**src/rtl/sec_mark_gen.sv**
```systemverilog
// sec_mark_gen: one-second mark generator for the uptime seconds counter.
//
// The mark is disciplined to an external 1PPS input once that input has
// qualified. The mark free-runs from the local clock when 1PPS is absent
// or out of tolerance. Lock/holdover status and the last measured 1PPS
// period are reported.
//
// Parameters:
//   CLK_HZ   nominal clk cycles per second
//   TOL      accepted 1PPS period deviation, +/- clk cycles
//   QUAL     consecutive in-tolerance intervals needed to lock
//   LOST_CNT consecutive missed 1PPS edges before holdover
//   PULSE_W  width of the sec pulse in clk cycles
//
// Ports:
//   clk        system clock
//   rst        asynchronous active-low reset
//   pps_in     external 1PPS, asynchronous, rising edge significant
//   sec        one-second mark, high for PULSE_W cycles
//   locked     mark is disciplined to pps_in
//   holdover   lock was lost, mark is free-running
//   pps_period clk cycles between the last two pps_in edges (saturating)
module sec_mark_gen #(
  parameter int unsigned CLK_HZ   = 100_000_000,
  parameter int unsigned TOL      = 1000,
  parameter int unsigned QUAL     = 2,
  parameter int unsigned LOST_CNT = 3,
  parameter int unsigned PULSE_W  = 4
) (
  input  logic        clk,
  input  logic        rst,
  input  logic        pps_in,
  output logic        sec,
  output logic        locked,
  output logic        holdover,
  output logic [31:0] pps_period
);

  localparam int unsigned IvlW      = $clog2(CLK_HZ + TOL + 1);
  localparam int unsigned QualW     = $clog2(QUAL + 1);
  localparam int unsigned MissW     = $clog2(LOST_CNT + 1);
  localparam int unsigned PulseCntW = $clog2(PULSE_W + 1);

  localparam logic [IvlW-1:0]      IvlFree   = IvlW'(CLK_HZ - 1);
  localparam logic [IvlW-1:0]      IvlWinLo  = IvlW'(CLK_HZ - TOL - 1);
  localparam logic [IvlW-1:0]      IvlWinHi  = IvlW'(CLK_HZ + TOL - 1);
  localparam logic [IvlW-1:0]      IvlTol    = IvlW'(TOL);
  localparam logic [IvlW-1:0]      IvlSettle = IvlW'(2 * PULSE_W);
  localparam logic [31:0]          PerLo     = 32'(CLK_HZ - TOL);
  localparam logic [31:0]          PerHi     = 32'(CLK_HZ + TOL);
  localparam logic [QualW-1:0]     QualLast  = QualW'(QUAL - 1);
  localparam logic [MissW-1:0]     MissLast  = MissW'(LOST_CNT - 1);
  localparam logic [PulseCntW-1:0] PulseLoad = PulseCntW'(PULSE_W);

  typedef enum logic [1:0] {StSearch, StLocked, StHoldover} state_e;

  state_e                 state_q, state_d;
  logic                   s1_q, s2_q, s3_q;
  logic                   pps_edge;
  logic [31:0]            pps_cnt_q, pps_cnt_d;
  logic [31:0]            pps_period_q, pps_period_d;
  logic [31:0]            period_meas;
  logic                   interval_good;
  logic                   in_window;
  logic [IvlW-1:0]        ivl_q, ivl_d;
  logic [QualW-1:0]       qual_q, qual_d;
  logic [MissW-1:0]       miss_q, miss_d;
  logic [PulseCntW-1:0]   pulse_q, pulse_d;
  logic                   mark;

  // Two synchronizer flops plus one delay flop for edge detection.
  assign pps_edge = s2_q & ~s3_q;

  // Interval measured at this edge, saturating at all-ones.
  assign period_meas   = (pps_cnt_q == '1) ? '1 : pps_cnt_q + 32'd1;
  assign interval_good = (period_meas >= PerLo) && (period_meas <= PerHi);
  assign in_window     = (ivl_q >= IvlWinLo) && (ivl_q <= IvlWinHi);

  always_comb begin
    pps_cnt_d    = (pps_cnt_q == '1) ? pps_cnt_q : pps_cnt_q + 32'd1;
    pps_period_d = pps_period_q;
    if (pps_edge) begin
      pps_cnt_d    = '0;
      pps_period_d = period_meas;
    end
  end

  always_comb begin
    state_d = state_q;
    ivl_d   = ivl_q + 1'b1;
    qual_d  = qual_q;
    miss_d  = miss_q;
    mark    = 1'b0;

    unique case (state_q)
      StSearch, StHoldover: begin
        if (ivl_q >= IvlFree) begin
          mark  = 1'b1;
          ivl_d = '0;
        end
        if (pps_edge) begin
          if (!interval_good) begin
            qual_d = '0;
          end else if (qual_q == QualLast) begin
            state_d = StLocked;
            qual_d  = '0;
            miss_d  = '0;
            ivl_d   = '0;
            // A mark that just fired (or fires this cycle) already serves
            // as the locked mark; a second one would merge or crowd it.
            if (ivl_q >= IvlSettle) begin
              mark = 1'b1;
            end
          end else begin
            qual_d = qual_q + 1'b1;
          end
        end
      end

      StLocked: begin
        if (pps_edge && in_window) begin
          mark   = 1'b1;
          ivl_d  = '0;
          miss_d = '0;
        end else if (ivl_q >= IvlWinHi) begin
          mark = 1'b1;
          if (miss_q == MissLast) begin
            // Holdover free-runs a full second from this last mark.
            state_d = StHoldover;
            ivl_d   = '0;
            miss_d  = '0;
            qual_d  = '0;
          end else begin
            // Synthetic mark is TOL late; preload TOL to stay on nominal phase.
            ivl_d  = IvlTol;
            miss_d = miss_q + 1'b1;
          end
        end
      end

      default: begin
        state_d = StSearch;
        ivl_d   = '0;
        qual_d  = '0;
        miss_d  = '0;
      end
    endcase
  end

  always_comb begin
    pulse_d = pulse_q;
    if (mark) begin
      pulse_d = PulseLoad;
    end else if (pulse_q != '0) begin
      pulse_d = pulse_q - 1'b1;
    end
  end

  always_ff @(posedge clk or negedge rst) begin
    if (!rst) begin
      state_q      <= StSearch;
      s1_q         <= 1'b0;
      s2_q         <= 1'b0;
      s3_q         <= 1'b0;
      pps_cnt_q    <= '0;
      pps_period_q <= '0;
      ivl_q        <= '0;
      qual_q       <= '0;
      miss_q       <= '0;
      pulse_q      <= '0;
    end else begin
      state_q      <= state_d;
      s1_q         <= pps_in;
      s2_q         <= s1_q;
      s3_q         <= s2_q;
      pps_cnt_q    <= pps_cnt_d;
      pps_period_q <= pps_period_d;
      ivl_q        <= ivl_d;
      qual_q       <= qual_d;
      miss_q       <= miss_d;
      pulse_q      <= pulse_d;
    end
  end

  assign sec        = (pulse_q != '0);
  assign locked     = (state_q == StLocked);
  assign holdover   = (state_q == StHoldover);
  assign pps_period = pps_period_q;

endmodule

```
**config.mk**
```make
export PLATFORM = sky130hd
export DESIGN_NAME = sec_mark_gen
export DESIGN_NICKNAME = d
export VERILOG_FILES = /design/src/rtl/sec_mark_gen.sv
export SDC_FILE = /design/constraint.sdc
export NUM_CORES = 1
export LEC_CHECK = 0
export ABC_AREA = 1
export CAP_MARGIN = 40
export CORE_ASPECT_RATIO = 1.5
export CORE_MARGIN = 2
export CORE_UTILIZATION = 30
export CTS_CLUSTER_DIAMETER = 50
export DETAILED_ROUTE_END_ITERATION = 8
export GPL_TIMING_DRIVEN = 0
export PLACE_DENSITY_LB_ADDON = 0.3
export SYNTH_ARGS = -nofsm -noshare
export SYNTH_HDL_FRONTEND = slang
export SYNTH_SLANG_ARGS = --single-unit
```
**constraint.sdc**
```tcl
create_clock -name clk -period 5.8 [get_ports clk]
set_input_delay 1.16 -clock clk [delete_from_list [all_inputs] [get_ports clk]]
set_output_delay 1.16 -clock clk [all_outputs]
set_load 0.02 [all_outputs]
```
==> summary.txt <==
Worst hold path
  • WHS Endpoint: s2_q
  • Hold depth: 0
  • Tightest Hold Check Type: flop to flop
  • Hold Startpoint: s1_q

Synthesis
  • Register bit total from synthesis: around 100
  • Synth cell types: 31
  • Post-synthesis mux area share: 0%
  • Post-synthesis sequential area ratio: between 40% and 50%
  • Synth Area in Compound Gates: ~8.5%
  • Simple-gate share of the synthesized area: a little under two fifths
  • Syn Nets: about 890
  • Post-Synth Adder-Cell Area: roughly 1.0%
  • Post-Syn Instances: 881
  • Largest area contributor in the netlist: dfrtp_1
  • Netlist Area Pre-Place: 6170 um2
  • Synth top area cells: dfrtp_1 42%, nand2_1 15%, nor2_1 7.9%
  • Post-synth top area share: 41.8%
  • Combinational family with the most area after synthesis: simple AND/OR/NAND/NOR gates
  • Synth Area in XOR/XNOR: between 2 and 3%
  • Synth warnings: 0
  • Avg Inst Size Synth: about 7.0 um2

Route
  • TritonRoute pass-1 iters: 7
  • Via density: roughly 4.7
  • DRC: 0
  • Initial DRC count: 257
  • Met3 Wirelength: around 420 um
  • WL met2: roughly 9000 um
  • Met1 wire length: ~6400 um
  • DR top layer: met4
  • Post-route ant nets: 0
  • Wirelength, routed: 17,000 um
  • Vias: between 5,000 and 6,000
  • Post-DR wirelength/cell: around 14 um

Worst setup path
  • Critical path's largest stage delay: approximately 700 ps
  • Startpoint type of the worst setup path: flop
  • Reg2Reg Depth: 19
  • RR Startpoint: pps_cnt_q[1]
  • Crit Reg-Reg Endpoint: ivl_q[4]
  • Crit. End Element: output port
  • Slowest-stage cell, CP: clkdlybuf4s50_1
  • CP Data Required Time: approximately 4600 ps
  • Reg2reg setup slack: approximately 2700 ps
  • Critical path fanouts, max: 8
  • Crit Path Category: flop to output port
  • Critical path, cell by cell: clkinv_1, nor2_1, clkdlybuf4s50_1
  • Worst path arrival time: roughly 2100 ps
  • Bufs and invs on worst path: 2
  • CP top delay family: buffers and inverters

Final layout
  • Antenna Cells: 0
  • Util after Layout: between 30% and 40%
  • Fraction of layout cells with a size suffix above 1: under 10%
  • Area delta synth->final: 16.5%
  • Nets: between 900 and 1,000

Clock network
  • Clock Path Buffers: 2
  • Clock Sinks: slightly above 100
  • TritonCTS clock tree: done
  • CTS clk-pin slew, worst paths: approximately 80 ps
  • Inserted Clock Buffers: 9
  • CTS resizes: 0
  • Clock Tree Root: clkbuf_16
  • H-tree levels: 3
  • Buffers inserted by post-CTS timing repair: 0
  • Worst-Skew Late Latency: roughly 360 ps
  • Hold-fix buffers, CTS: 0

Placed design
  • Gp weighted congestion: 0.904
  • Number of I/O port buffers: 37
  • Hpwl dp: between 10,000 and 15,000 um

Die
  • Full die area: between 20,000 and 25,000 um2
  • Core footprint: 20,300 um2
  • Ports: 38
  • Row count: 64
  • Die height: ~180 um
  • Initial Utilization: between 30% and 40%
  • Die Wd: roughly 120 um

Timing
  • Final Hold Viols: 0
  • Clk_skew: just over 9 ps
  • Finish-stage setup viols: 0
  • Total Neg Setup Slack: 0 ps
  • Max Fclk: 303 MHz
  • Least-Margin Pin Slew: about 750 ps
  • Slew margin rel.: between 40% and 50%
  • Final Max Tran Viols: 0
  • Final Critical Period: about 3300 ps
  • Hold WS: 351 ps
  • Final period utilization: between 50% and 60%
  • RSZ-0062 raised after global routing: no

Pwr
  • Pwr Total: 1.49 mW
  • Worst vdd ir: 0.000130 V
  • Leakage power: roughly 3.3 nW
  • Power Dens Cells: between 200 and 250 nW/um2

Job
  • Max-cap violation count: 0

Outcome
  • Status: completed

Global route
  • GRT overflow: 0
  • Largest net degree at the start of global routing: 65
  • Initial antenna violation count: 0
  • First-pass GRT wire length: between 20,000 and 30,000 um
  • GRT Util Overall: 16.5%
  • Vias in the first global route: roughly 5,600
## metal layers
layer / global-route usage (%) / up-vias
met5: 0 / -
li1: - / 2899
met3: 2.32 / 53
met4: 10.4 / 0
met1: 17.2 / 2622
met2: 30.2 / 105
## worst reg2reg max path, cell delays in order (launching register included)
cell and delay [ps]:
dfrtp_1 390, ha_1 250, nand2_2 90, nor2_4 220
nand2_1 170, nor2_2 350, nand2_1 100, nand2_1 70
nand3_1 120, nor2_2 210, nand2_1 90, nor2_1 130
inv_1 50, nor2_1 80, nand2_1 60, nand2_1 100
nand3_2 120, nand3_4 140, buf_6 180, a21oi_1 80
## synthesized netlist by cell type (all sizes together)
master	number
a21boi	9
a21oi	30
a41oi	1
buf	4
clkbuf	15
clkinv	1
dfrtp	103
ha	5
inv	124
nand2	246
nand3	74
nand3b	5
nand4	25
nor2	141
nor3	25
nor3b	1
nor4	2
o21a	1
o21ai	48
o311a	1
or2	1
xor2	19
## worst max path at each step
stage | start | to | slack (ps) | cells after the start
final | state_q[0] | locked | 2500 | 3
after floorplan | pps_cnt_q[0] | ivl_q[11] | 3330 | 19
after detailed placement | pps_cnt_q[0] | ivl_q[22] | 2700 | 19
after CTS | state_q[0] | locked | 2510 | 3
after global placement | rst | pps_period[20] | -580 | 1
after global routing | pps_cnt_q[1] | ivl_q[11] | 2360 | 19
## placed cells by master, fill, tap and decap left out, types with 16 or more instances in the layout
cell type / synthesis / layout
nor2_1: 130 / 130
nand2_1: 242 / 242
xor2_1: 19 / 19
nand3_1: 70 / 70
o21ai_0: 48 / 48
nor3_1: 25 / 25
nand4_1: 25 / 25
clkbuf_1: 15 / 16
dfrtp_1: 103 / 103
a21oi_1: 20 / 20
clkdlybuf4s50_1: 0 / 36
inv_1: 124 / 124
## final cells by class
| class | count | area (um2) |
|---|---|---|
| inverter | 125 | 469 |
| clock buffer | 10 | 229 |
| timing repair buffer | 38 | 395 |
| fill | 2131 | 13100 |
| buffer | 19 | 95.1 |
| sequential | 103 | 2580 |
| clock inverter | 6 | 62.6 |
| multi-input combinational | 634 | 3030 |
| tap | 264 | 330 |
## kinds of logic after synthesis
| group | after synthesis |
|---|---|
| and+or+nand+nor | 520 |
| adders and majority gates | 5 |
| buffers and inverters | 144 |
| xor gates and xnor gates | 19 |
| AOI/OAI and AO/OA | 90 |
| DFF | 103 |
## metrics by stage
step	setup WS, ps	instance area [um2]	cells
2_1_floorplan	3330	6170	881
3_3_place_gp	-580	6870	1182
3_5_place_dp	2700	6890	1183
4_1_cts	2510	7180	1199
5_1_grt	2360	7180	1199
6_report	2500	7180	1199
## flip-flops by register name, summed over array words and instances (netlist names)
name        flops
pps_cnt_q      32
ivl_q          27
pps_period     32
miss_q          2
qual_q          2
pulse_q         3
s2_q            1
s3_q            1
s1_q            1
state_q         2
## power breakdown
| part | switching [mW] | internal, mW |
|---|---|---|
| Clock | 0.302 | 0.304 |
| Sequential | 0.0181 | 0.739 |
| Combinational | 0.0872 | 0.0434 |
| Total | 0.407 | 1.09 |
Note: power is estimated with default switching activity, not from simulation.
